--- src/rtl/rf_access_pkg.sv ---
// Shared types for the register-file access master: command opcodes and FSM states.
// The dump feature of rf_access_master is enabled by defining RF_ACCESS_DUMP_EN.
package rf_access_pkg;

  typedef enum logic [1:0] {
    OP_READ  = 2'b00,
    OP_WRITE = 2'b01,
    OP_DUMP  = 2'b10,
    OP_RSVD  = 2'b11
  } cmd_op_e;

  typedef enum logic [2:0] {
    ST_IDLE  = 3'd0,
    ST_READ  = 3'd1,
    ST_WRITE = 3'd2,
    ST_DUMP  = 3'd3,
    ST_RESP  = 3'd4
  } state_e;

endpackage

--- src/rtl/rf_access_master.sv ---
// Command/response front end that reads, writes or dumps a register file one access at a time.
// Define RF_ACCESS_DUMP_EN to enable the dump op; otherwise op 10 is answered as an error.
module rf_access_master
  import rf_access_pkg::*;
#(
  parameter int bit_width = 32,
  parameter int sel_width = 5
) (
  input  logic                 clk,
  input  logic                 rst_n,
  input  logic                 cmd_valid,
  output logic                 cmd_ready,
  input  logic [1:0]           cmd_op,
  input  logic [sel_width-1:0] cmd_sel,
  input  logic [bit_width-1:0] cmd_data,
  output logic                 rsp_valid,
  input  logic                 rsp_ready,
  output logic [sel_width-1:0] rsp_sel,
  output logic [bit_width-1:0] rsp_data,
  output logic                 rsp_last,
  output logic                 rsp_err,
  output logic [sel_width-1:0] rf_sel_a,
  input  logic [bit_width-1:0] rf_data_out_a,
  output logic [sel_width-1:0] rf_sel_c,
  output logic [bit_width-1:0] rf_data_in,
  output logic                 rf_sel_en,
  output logic                 busy
);

  localparam logic [sel_width-1:0] SEL_MAX = '1;

  state_e               state;
  logic [sel_width-1:0] sel_q;
  logic [bit_width-1:0] data_q;
`ifdef RF_ACCESS_DUMP_EN
  logic [sel_width-1:0] dump_idx;
`endif

  assign cmd_ready = (state == ST_IDLE);
  assign busy      = (state != ST_IDLE);
  assign rsp_valid = (state == ST_RESP);

  // Register-file ports are decoded from state so they are zero outside their access cycle.
  always_comb begin
    // NOTE: every output gets a default first so no path leaves it unassigned (no latch).
    rf_sel_a   = '0;
    rf_sel_c   = '0;
    rf_data_in = '0;
    rf_sel_en  = 1'b0;
    case (state)
      ST_READ:  rf_sel_a = sel_q;
      ST_WRITE: begin
        rf_sel_c   = sel_q;
        rf_data_in = data_q;
        rf_sel_en  = 1'b1;
      end
`ifdef RF_ACCESS_DUMP_EN
      ST_DUMP:  rf_sel_a = dump_idx;
`endif
      default: ;
    endcase
  end

  always_ff @(posedge clk or negedge rst_n) begin
    if (!rst_n) begin
      // NOTE: state registers use non-blocking assignments so all updates see pre-edge values.
      state    <= ST_IDLE;
      sel_q    <= '0;
      data_q   <= '0;
      rsp_sel  <= '0;
      rsp_data <= '0;
      rsp_last <= 1'b0;
      rsp_err  <= 1'b0;
`ifdef RF_ACCESS_DUMP_EN
      dump_idx <= '0;
`endif
    end else begin
      case (state)
        ST_IDLE: begin
          if (cmd_valid) begin
            sel_q    <= cmd_sel;
            data_q   <= cmd_data;
            rsp_sel  <= cmd_sel;
            rsp_data <= '0;
            rsp_err  <= 1'b0;
            rsp_last <= 1'b1;
            case (cmd_op_e'(cmd_op))
              OP_READ:  state <= ST_READ;
              OP_WRITE: state <= ST_WRITE;
`ifdef RF_ACCESS_DUMP_EN
              OP_DUMP: begin
                dump_idx <= '0;
                state    <= ST_DUMP;
              end
`endif
              default: begin
                rsp_err <= 1'b1;
                state   <= ST_RESP;
              end
            endcase
          end
        end
        ST_READ: begin
          rsp_data <= rf_data_out_a;
          state    <= ST_RESP;
        end
        ST_WRITE: begin
          rsp_data <= data_q;
          state    <= ST_RESP;
        end
`ifdef RF_ACCESS_DUMP_EN
        ST_DUMP: begin
          rsp_sel  <= dump_idx;
          rsp_data <= rf_data_out_a;
          rsp_last <= (dump_idx == SEL_MAX);
          state    <= ST_RESP;
        end
`endif
        ST_RESP: begin
          if (rsp_ready) begin
`ifdef RF_ACCESS_DUMP_EN
            // Only non-final dump responses carry rsp_last=0, so it selects continue vs. done.
            if (rsp_last) begin
              state <= ST_IDLE;
            end else begin
              dump_idx <= dump_idx + 1'b1;
              state    <= ST_DUMP;
            end
`else
            state <= ST_IDLE;
`endif
          end
        end
        default: state <= ST_IDLE;
      endcase
    end
  end

endmodule

--- config.mk ---
export PLATFORM = sky130hd
export DESIGN_NAME = rf_access_master
export DESIGN_NICKNAME = d
export VERILOG_FILES = /design/src/rtl/rf_access_pkg.sv /design/src/rtl/rf_access_master.sv
export SDC_FILE = /design/constraint.sdc
export NUM_CORES = 1
export LEC_CHECK = 0
export ABC_AREA = 1
export CORE_ASPECT_RATIO = 1.25
export CORE_MARGIN = 2
export CORE_UTILIZATION = 28
export CTS_CLUSTER_SIZE = 20
export DETAILED_ROUTE_END_ITERATION = 6
export MAX_ROUTING_LAYER = met4
export SYNTH_ARGS = -nofsm -noshare
export SYNTH_HDL_FRONTEND = slang
export SYNTH_SLANG_ARGS = --single-unit
export TNS_END_PERCENT = 1
--- constraint.sdc ---
create_clock -name clk -period 3 [get_ports clk]
set_clock_uncertainty 0.15 [all_clocks]
set_input_delay 0.3 -clock clk [delete_from_list [all_inputs] [get_ports clk]]
set_output_delay 0.3 -clock clk [all_outputs]
set_load 0.01 [all_outputs]
==> results.md, run 1 <==
- Site row count: 46
- Met1 Use GR: 19.0%
- Final core utilization: 44.4%
- Worst setup EP type: output pin
- First-pass iteration count of the detailed router: 4
- Wire length per cell: 13.7 µm
- Die area: 0.0138 mm²
- Core area: 0.0127 mm²
- Static Leakage: 3.04 nW
- P_int: 0.00299 W
- Mapped Cells: 485
- Yosys cell types: 20
- VDD IR max: 0.306 mV
- Via count: 3526
- Worst skew pair latency: 0.34 ns
- DRT Wirelength: 11100 µm
- Final period util: 90.5%
- Seq/Total Area, Yosys: 51.2%
- Post-CTS Setup Repair Bufs: 0
- Largest cells by area after synthesis: dfrtp_1, nand2_1, inv_1
- Pin count of the biggest net entering global routing: 75
- CP arrival: 2.27 ns
- DRT iter0 DRCs: 167
- Synth area leader: dfrtp_1
- Die Span X: 106 µm
- Syn Nets: 560
- Synth Register Bits: 74
- GR Overflow Total: 0
- Worst hold slack: -0.0659 ns
- Fillers: 1314
- Number of max-cap violations: 0
- Final Hold Viols: 41
- Count of pins over their slew limit: 0
- CTS buffer count: 9
- Layout cell share with drive strength beyond 1: 4.69%
- GR Util met2: 29.1%
- Area grow syn2layout: 55.6%
- CP Max Fanout: 35
- Status: complete, but fails checks
- Die Ht: 131 µm
- Cell area after synthesis: 0.00362 mm²
- Hold Path Class: in -> async
- CP Data Required Time: 2.55 ns
- IO buf count: 159
- Dpl hpwl: 8040 µm
- All-Layer GR Usage: 16.8%
- CP Launch Type: flip-flop
- CTS Hold Bufs: 0
- Final net count: 709
- Crit path time final: 2.72 ns
- CTS clk-pin slew, worst paths: 0.05 ns
- Remaining DRCs: 0
- Post_cts resized: 0
- Root buffer cell: clkbuf_16
- Worst slew margin: 36.0%
- Worst Path Class, Setup: reg -> out
- RSZ-0062 raised after global routing: no
- First-pass GRT wire length: 17500 µm
- P per Cell Area: 834 mW/mm²
- Top-area cell type share of the netlist area: 51.2%
- H-tree depth: 3
- Final Setup Violations: 0
- Initial Util: 28.6%
- DP Worst Slack: 0.652 ns
- Vias in the first global route: 3637
- Routing usage on met3: 3.21%
- N_diodes: 0
- Synth Warn #: 0
- Clock power frac: 24.8%
- I/O pin count: 160
- Fin cells: 807
- Sequential power share: 35.6%
- Failing checks: negative hold slack
- Vias/cell: 4.37
- Switching part of the total: 36.2%
- Peak Freq: 0.368 GHz
- Pwr Total: 0.00469 W
- GRT Max-Usage Layer: met2
- CTS tree: built
- Combinational power share: 39.6%
- DP Cell Count: 791
- Worst-case clock buffer depth: 2
- Setup WS post-layout: 0.284 ns
- Synth Area per Inst: 7.46 µm²
- Switching Power: 0.00170 W
- Slew of the pin with the lowest slew margin: 0.960 ns
- Clock sink count: 74
- Initial antenna violation count: 0
- Final Wtd Congestion: 0.811
- Total negative setup slack: 0 ns
- Post-route antenna net violation count: 0
==> flip-flops by register name (all words and copies together), names as in the netlist <==
name / count
rsp_err: 1
rsp_data: 32
state: 3
sel_q: 5
rsp_last: 1
data_q: 32
==> power groups by stage <==
stage	clock, W	combinational (W)	sequential, W
CTS	0.00119	0.00190	0.00167
finish	0.00116	0.00186	0.00167
detailed placement	0	0.00189	0.00169
floorplan	0	0.000946	0.00173
global route	0.00122	0.00208	0.00173
global placement	0	0.00186	0.00167
==> critical path, stage by stage (launching register included) <==
cell	delay, ns
dfrtp_1	0.49
nor2_8	0.43
nand2_1	0.28
nor2_1	0.17
clkdlybuf4s50_1	0.55
==> final cells by class <==
class	count	area, µm²	share of cell area (%)
flip-flops and latches	74	1850	32.9
clock buffers	11	243	4.31
inverters	76	285	5.07
clock inverters	5	77.6	1.38
well taps	168	210	3.74
repair buffers	166	1640	29.2
multi-input cells	307	1320	23.4
==> synthesized netlist by cell type (all sizes together) <==
cell type,count
clkinv,13
nand2,218
nand4,33
o21ai,1
inv,63
nor2,17
buf,22
clkbuf,6
nor3,1
nand3,35
a21oi,1
dfrtp,74
or2,1
==> worst paths after layout <==
check	from	endpoint	slack, ns	cells after the start
worst max-delay path	state[2]	rf_sel_c[1]	0.28	4
worst min-delay path	rst_n	data_q[4]	-0.07	1
worst max register to register	state[2]	data_q[29]	0.72	7
worst min register to register	data_q[19]	data_q[19]	0.32	2
max in group asynchronous	rst_n	sel_q[4]	2.12	1
min in group clk	data_q[19]	data_q[19]	0.32	2
==> cell families after synthesis <==
group                  Yosys count  synth area share, %
flip-flops                      74                 51.2
AND/OR/NAND/NOR                305                 36.0
AO/OA/AOI/OAI                    2                0.277
buffers and inverters          104                 12.5
==> layout by cell type, fill, tap and decap left out, drive strengths merged <==
| master | instances |
|---|---|
| nand4 | 33 |
| clkinvlp | 1 |
| clkbuf | 11 |
| nand3 | 35 |
| inv | 63 |
| a21oi | 1 |
| nand2 | 218 |
| o21ai | 1 |
| bufinv | 2 |
| clkdlybuf4s50 | 158 |
| or2 | 1 |
| buf | 8 |
| dfrtp | 74 |
| nor2 | 17 |
| clkinv | 15 |
| nor3 | 1 |
==> layer usage <==
metal	vias up	part of all wire, %
li1	1764	-
met1	1613	41
met2	127	51
met3	22	5.4
met4	0	2.9
met5	-	0
==> per-stage QoR <==
step                area, µm²  hold WS [ns]
floorplan                3620        -0.146
global placement         5310         0.304
detailed placement       5310         0.304
CTS                      5630       0.00384
global route             5630        0.0342
finish                   5630       -0.0659
(Power assumes the default switching activity.)
==> run 2, diff against run 1 <==
Settings changed: ABC_CLOCK_PERIOD_IN_PS from default to 2200, GPL_TIMING_DRIVEN from default to 0.
Clock period 3 ns to 2.2 ns, I/O delays scaled along.
==> results.md, run 2 (synthesized netlist as in run 1, its figures left out) <==
- CTS buffer count: 9
- Final Wtd Congestion: 0.821
- Pin count of the biggest net entering global routing: 39
- R2R cell count: 6
- Number of max-cap violations: 0
- Vias in the first global route: 3568
- Slowest cell on crit path: clkdlybuf4s50_1
- Biggest regs: data_q (32), rsp_data (32), sel_q (5)
- N_diodes: 0
- CTS tree: built
- Die Span X: 106 µm
- CP top delay family: buffers and inverters
- DRT Wirelength: 11600 µm
- Static Leakage: 3.42 nW
- P per Cell Area: 1150 mW/mm²
- CP arrival: 1.94 ns
- Dpl hpwl: 8700 µm
- Cell Chain, Critical Path: buf_6 > nor2_8 > buf_6 > nand2_2 > nor2_1 > clkdlybuf4s50_1
- Worst slew margin: 65.4%
- Initial Util: 28.6%
- VDD IR max: 0.491 mV
- CP Data Required Time: 1.83 ns
- Initial antenna violation count: 0
- Final period util: 105%
- IO buf count: 159
- Wire length per cell: 13.9 µm
- First-pass GRT wire length: 18500 µm
- Worst Path Class, Setup: reg -> out
- Final Hold Viols: 0
- Final net count: 734
- H-tree depth: 3
- Worst hold slack: 0.247 ns
- Vias/cell: 4.40
- CP Launch Type: flip-flop
- Count of pins over their slew limit: 0
- Die area: 0.0138 mm²
- Layout cell share with drive strength beyond 1: 7.83%
- CP bufs+invs: 3
- Status: complete, but fails checks
- First-pass iteration count of the detailed router: 4
- Site row count: 46
- Most frequent cells in the layout: nand2_1, clkdlybuf4s50_1, dfrtp_1
- Worst-case clock buffer depth: 2
- GR Overflow Total: 0
- Cell mode on critical path: buf_6
- Post-route antenna net violation count: 0
- Remaining DRCs: 0
- Crit path depth: 6
- All-Layer GR Usage: 17.7%
- Area grow syn2layout: 62.8%
- CTS clk-pin slew, worst paths: 0.06 ns
- Pwr Total: 0.00677 W
- Worst setup EP type: output pin
- Clock sink count: 74
- Peak Freq: 0.433 GHz
- CP peak stage delay: 0.54 ns
- CP Max Fanout: 10
- Setup WS post-layout: -0.112 ns
- I/O pin count: 160
- Commonest non-fill, non-tap cell in the layout: nand2_1
- Hold Path Class: in -> async
- Worst skew pair latency: 0.33 ns
- Die Ht: 131 µm
- Via count: 3664
- Crit path time final: 2.31 ns
- Root buffer cell: clkbuf_16
- Final Setup Violations: 25
- DRT iter0 DRCs: 136
- RSZ-0062 raised after global routing: yes
- Slew of the pin with the lowest slew margin: 0.518 ns
- Failing checks: negative setup slack
- Core area: 0.0127 mm²
[run 2: cell types whose count changed in the layout (fill, tap and decap cells not counted), sizes merged]
cell,delta
buf,+16
bufinv,+1
clkbuf,+8
clkdlybuf4s50,-20
clkinv,-1
dlygate4sd2,+7
dlygate4sd3,+1
dlymetal6s2s,+13
[run 2: cell type report]
class	count	area (µm²)
fillers	1252	6770
flip-flops and latches	74	1850
repair buffers	164	1670
multi-input cells	307	1330
inverters	76	293
clock buffers	11	233
well taps	168	210
plain buffers	27	205
clock inverters	5	103
[run 2: worst reg2reg max path, delay by kind of cell, from the launching register on]
| family | cells | cell delay [ns] |
|---|---|---|
| buf+inv | 3 | 0.75 |
| flops | 1 | 0.48 |
| simple gates | 3 | 0.31 |
[run 2: path summary, 6_finish.rpt]
check	start	end	slack, ns
max in group asynchronous	rst_n	data_q[20]	1.07
min in group clk	cmd_sel[1]	sel_q[1]	0.28
hold reg to reg	data_q[16]	data_q[16]	0.32
hold / removal	rst_n	state[0]	0.25
setup / recovery	state[0]	rf_sel_c[4]	-0.11
setup reg to reg	state[2]	rsp_data[18]	0.47
[run 2: where the power goes]
part	switching [W]	total, W	internal (W)
logic	0.00152	0.00283	0.00131
registers	0.000343	0.00228	0.00194
clock network	0.000562	0.00167	0.00111
total	0.00242	0.00677	0.00435
[run 2: timing repair]
item                                    CTS  global route
setup buffers                             0             3
hold endpoints to repair                 36             0
pin swaps                                 0             1
hold buffers                              1             0
resized for setup                        27            17
endpoints found under the setup margin   42            39
cloned                                    0             0
[run 2: layer usage]
metal | vias to the layer above | track usage, % | share of wire [%]
met4 | 0 | 8.36 | 2.2
li1 | 1824 | - | -
met5 | - | - | 0
met2 | 110 | 29.4 | 50
met3 | 16 | 2.08 | 4.0
met1 | 1714 | 21.8 | 44
[run 2: metrics by stage]
stage	util [%]	cells	TNS (ns)	setup WS (ns)	cell area, µm²
finish	46.5	832	-1.23	-0.112	5890
global route	46.5	832	-3.70	-0.209	5890
CTS	46.0	829	-4.92	-0.195	5820
detailed placement	42.9	813	-1.49	-0.173	5440
global placement	42.8	812	-141.66	-1.90	5420
floorplan	-	485	0	0.677	3620
==> run 3, diff against run 2 <==
Settings changed: SLEW_MARGIN from default to 40.
==> results.md, run 3 (synthesized netlist as in run 1, its figures left out) <==
- Status: complete, but fails checks
- Failing checks: negative setup slack
- Static Leakage: 3.22 nW
- DR WL met3: 481 µm
- Initial Util: 28.6%
- First-pass iteration count of the detailed router: 4
- Pwr Total: 0.00674 W
- Fillers: 1261
- Setup WS post-layout: -0.181 ns
- Met2 wire len: 5930 µm
- Top Layer Used: met4
- CP Max Fanout: 10
- Worst skew pair latency: 0.34 ns
- CTS clk-pin slew, worst paths: 0.06 ns
- Fin cells: 829
- Register Area: 0.00185 mm²
- Area grow syn2layout: 61.5%
- Pin count of the biggest net entering global routing: 39
- Vias/cell: 4.39
- Site row count: 46
- Biggest regs: data_q (32), rsp_data (32), sel_q (5)
- Root buffer cell: clkbuf_16
- R2r setup slk: 0.44 ns
- Crit path time final: 2.38 ns
- Final Hold Viols: 0
- Commonest non-fill, non-tap cell in the layout: nand2_1
- Remaining DRCs: 0
- Final core utilization: 46.1%
- H-tree depth: 3
- Dpl hpwl: 8680 µm
- Final net count: 731
- Number of max-cap violations: 0
- Worst slew margin: 64.3%
- Post-route antenna net violation count: 0
- First-pass GRT wire length: 18600 µm
- CP Launch Type: flip-flop
- GR Overflow Total: 0
- Die Span X: 106 µm
- CTS buffer count: 9
- Clock sink count: 74
- Core area: 0.0127 mm²
- Via count: 3636
- Die area: 0.0138 mm²
- IO buf count: 159
- Die Ht: 131 µm
- P per Cell Area: 1150 mW/mm²
- DRT iter0 DRCs: 145
- CTS tree: built
- Worst Path Class, Setup: reg -> out
- CP arrival: 2.01 ns
- Layout cell share with drive strength beyond 1: 7.41%
- Worst-case clock buffer depth: 2
- I/O pin count: 160
- CP Data Required Time: 1.83 ns
- Count of pins over their slew limit: 0
- Hold Path Class: in -> async
- DRT Wirelength: 11800 µm
- Slew of the pin with the lowest slew margin: 0.535 ns
- Wire length per cell: 14.2 µm
- All-Layer GR Usage: 17.9%
- Initial antenna violation count: 0
- Wire length on met1: 5160 µm
- RSZ-0062 raised after global routing: yes
- Peak Freq: 0.420 GHz
- Area taken by multi-input logic gates: 0.00133 mm²
- Vias in the first global route: 3623
- Most frequent cells in the layout: nand2_1, clkdlybuf4s50_1, dfrtp_1
- VDD IR max: 0.416 mV
- DP Cell Count: 813
- Final period util: 108%
- Final Wtd Congestion: 0.821
- Final Setup Violations: 35
- N_diodes: 0
- Worst setup EP type: output pin
- Total negative setup slack: -4.18 ns
run 3: cell types whose count changed in the layout (fill, tap and decap cells not counted):
cell and change:
inv_6 -1, buf_6 -1, inv_4 -1, dlygate4sd2_1 -4
clkbuf_4 -1, clkinv_4 +1, clkdlybuf4s50_1 +13, clkinv_2 +1
buf_2 +2, buf_4 -3, dlymetal6s2s_1 -9
run 3: per-layer routing:
metal  up-vias  GRT usage [%]
met2       128           30.1
met4         0           8.05
met5         -              -
met3        14           2.22
met1      1676           21.7
li1       1818              -
run 3: metrics by stage:
stage,area (µm²),hold slack [ns],setup slack [ns]
after floorplan,3620,-0.226,0.677
after global placement,5420,0.304,-1.90
after detailed placement,5440,-0.00700,-0.184
after CTS,5810,0.206,-0.212
after global routing,5840,0.233,-0.277
final,5840,0.192,-0.181
run 3: final timing paths:
kind                               from       endpoint  cells after the start
min reg2reg                  data_q[16]     data_q[16]                      2
min in group clk           cmd_data[11]     data_q[11]                      3
min                               rst_n       state[0]                      2
max reg2reg                    state[2]   rsp_data[18]                      6
max in group asynchronous         rst_n   rsp_data[20]                      3
max                            state[0]  rf_data_in[8]                      6
run 3: worst max-delay path: stages, from the launching register on:
cell and delay, ns:
dfrtp_1 0.37, buf_6 0.16, nor2_8 0.16, buf_4 0.22, nand3_1 0.13, inv_1 0.09, clkdlybuf4s50_1 0.55
run 3: area by class of cell:
type,instances,area share [%]
Buffer,27,3.30
Clock buffer,11,3.99
Clock inverter,5,1.76
Inverter,76,4.99
Multi-Input combinational cell,307,22.7
Sequential cell,74,31.7
Tap cell,168,3.60
Timing Repair Buffer,161,27.9
run 3: where the power goes:
group	internal (W)	switching, W	leakage [nW]
registers	0.00194	0.000347	0.952
logic	0.00127	0.00151	2.11
clock network	0.00111	0.000574	0.160
run 3: what timing repair did:
item,in CTS,in global routing
endpoints found under the setup margin,42,43
pin swaps,0,1
hold buffers,1,0
gates resized for setup,18,10
buffers inserted,0,0
hold endpoints to repair,74,0
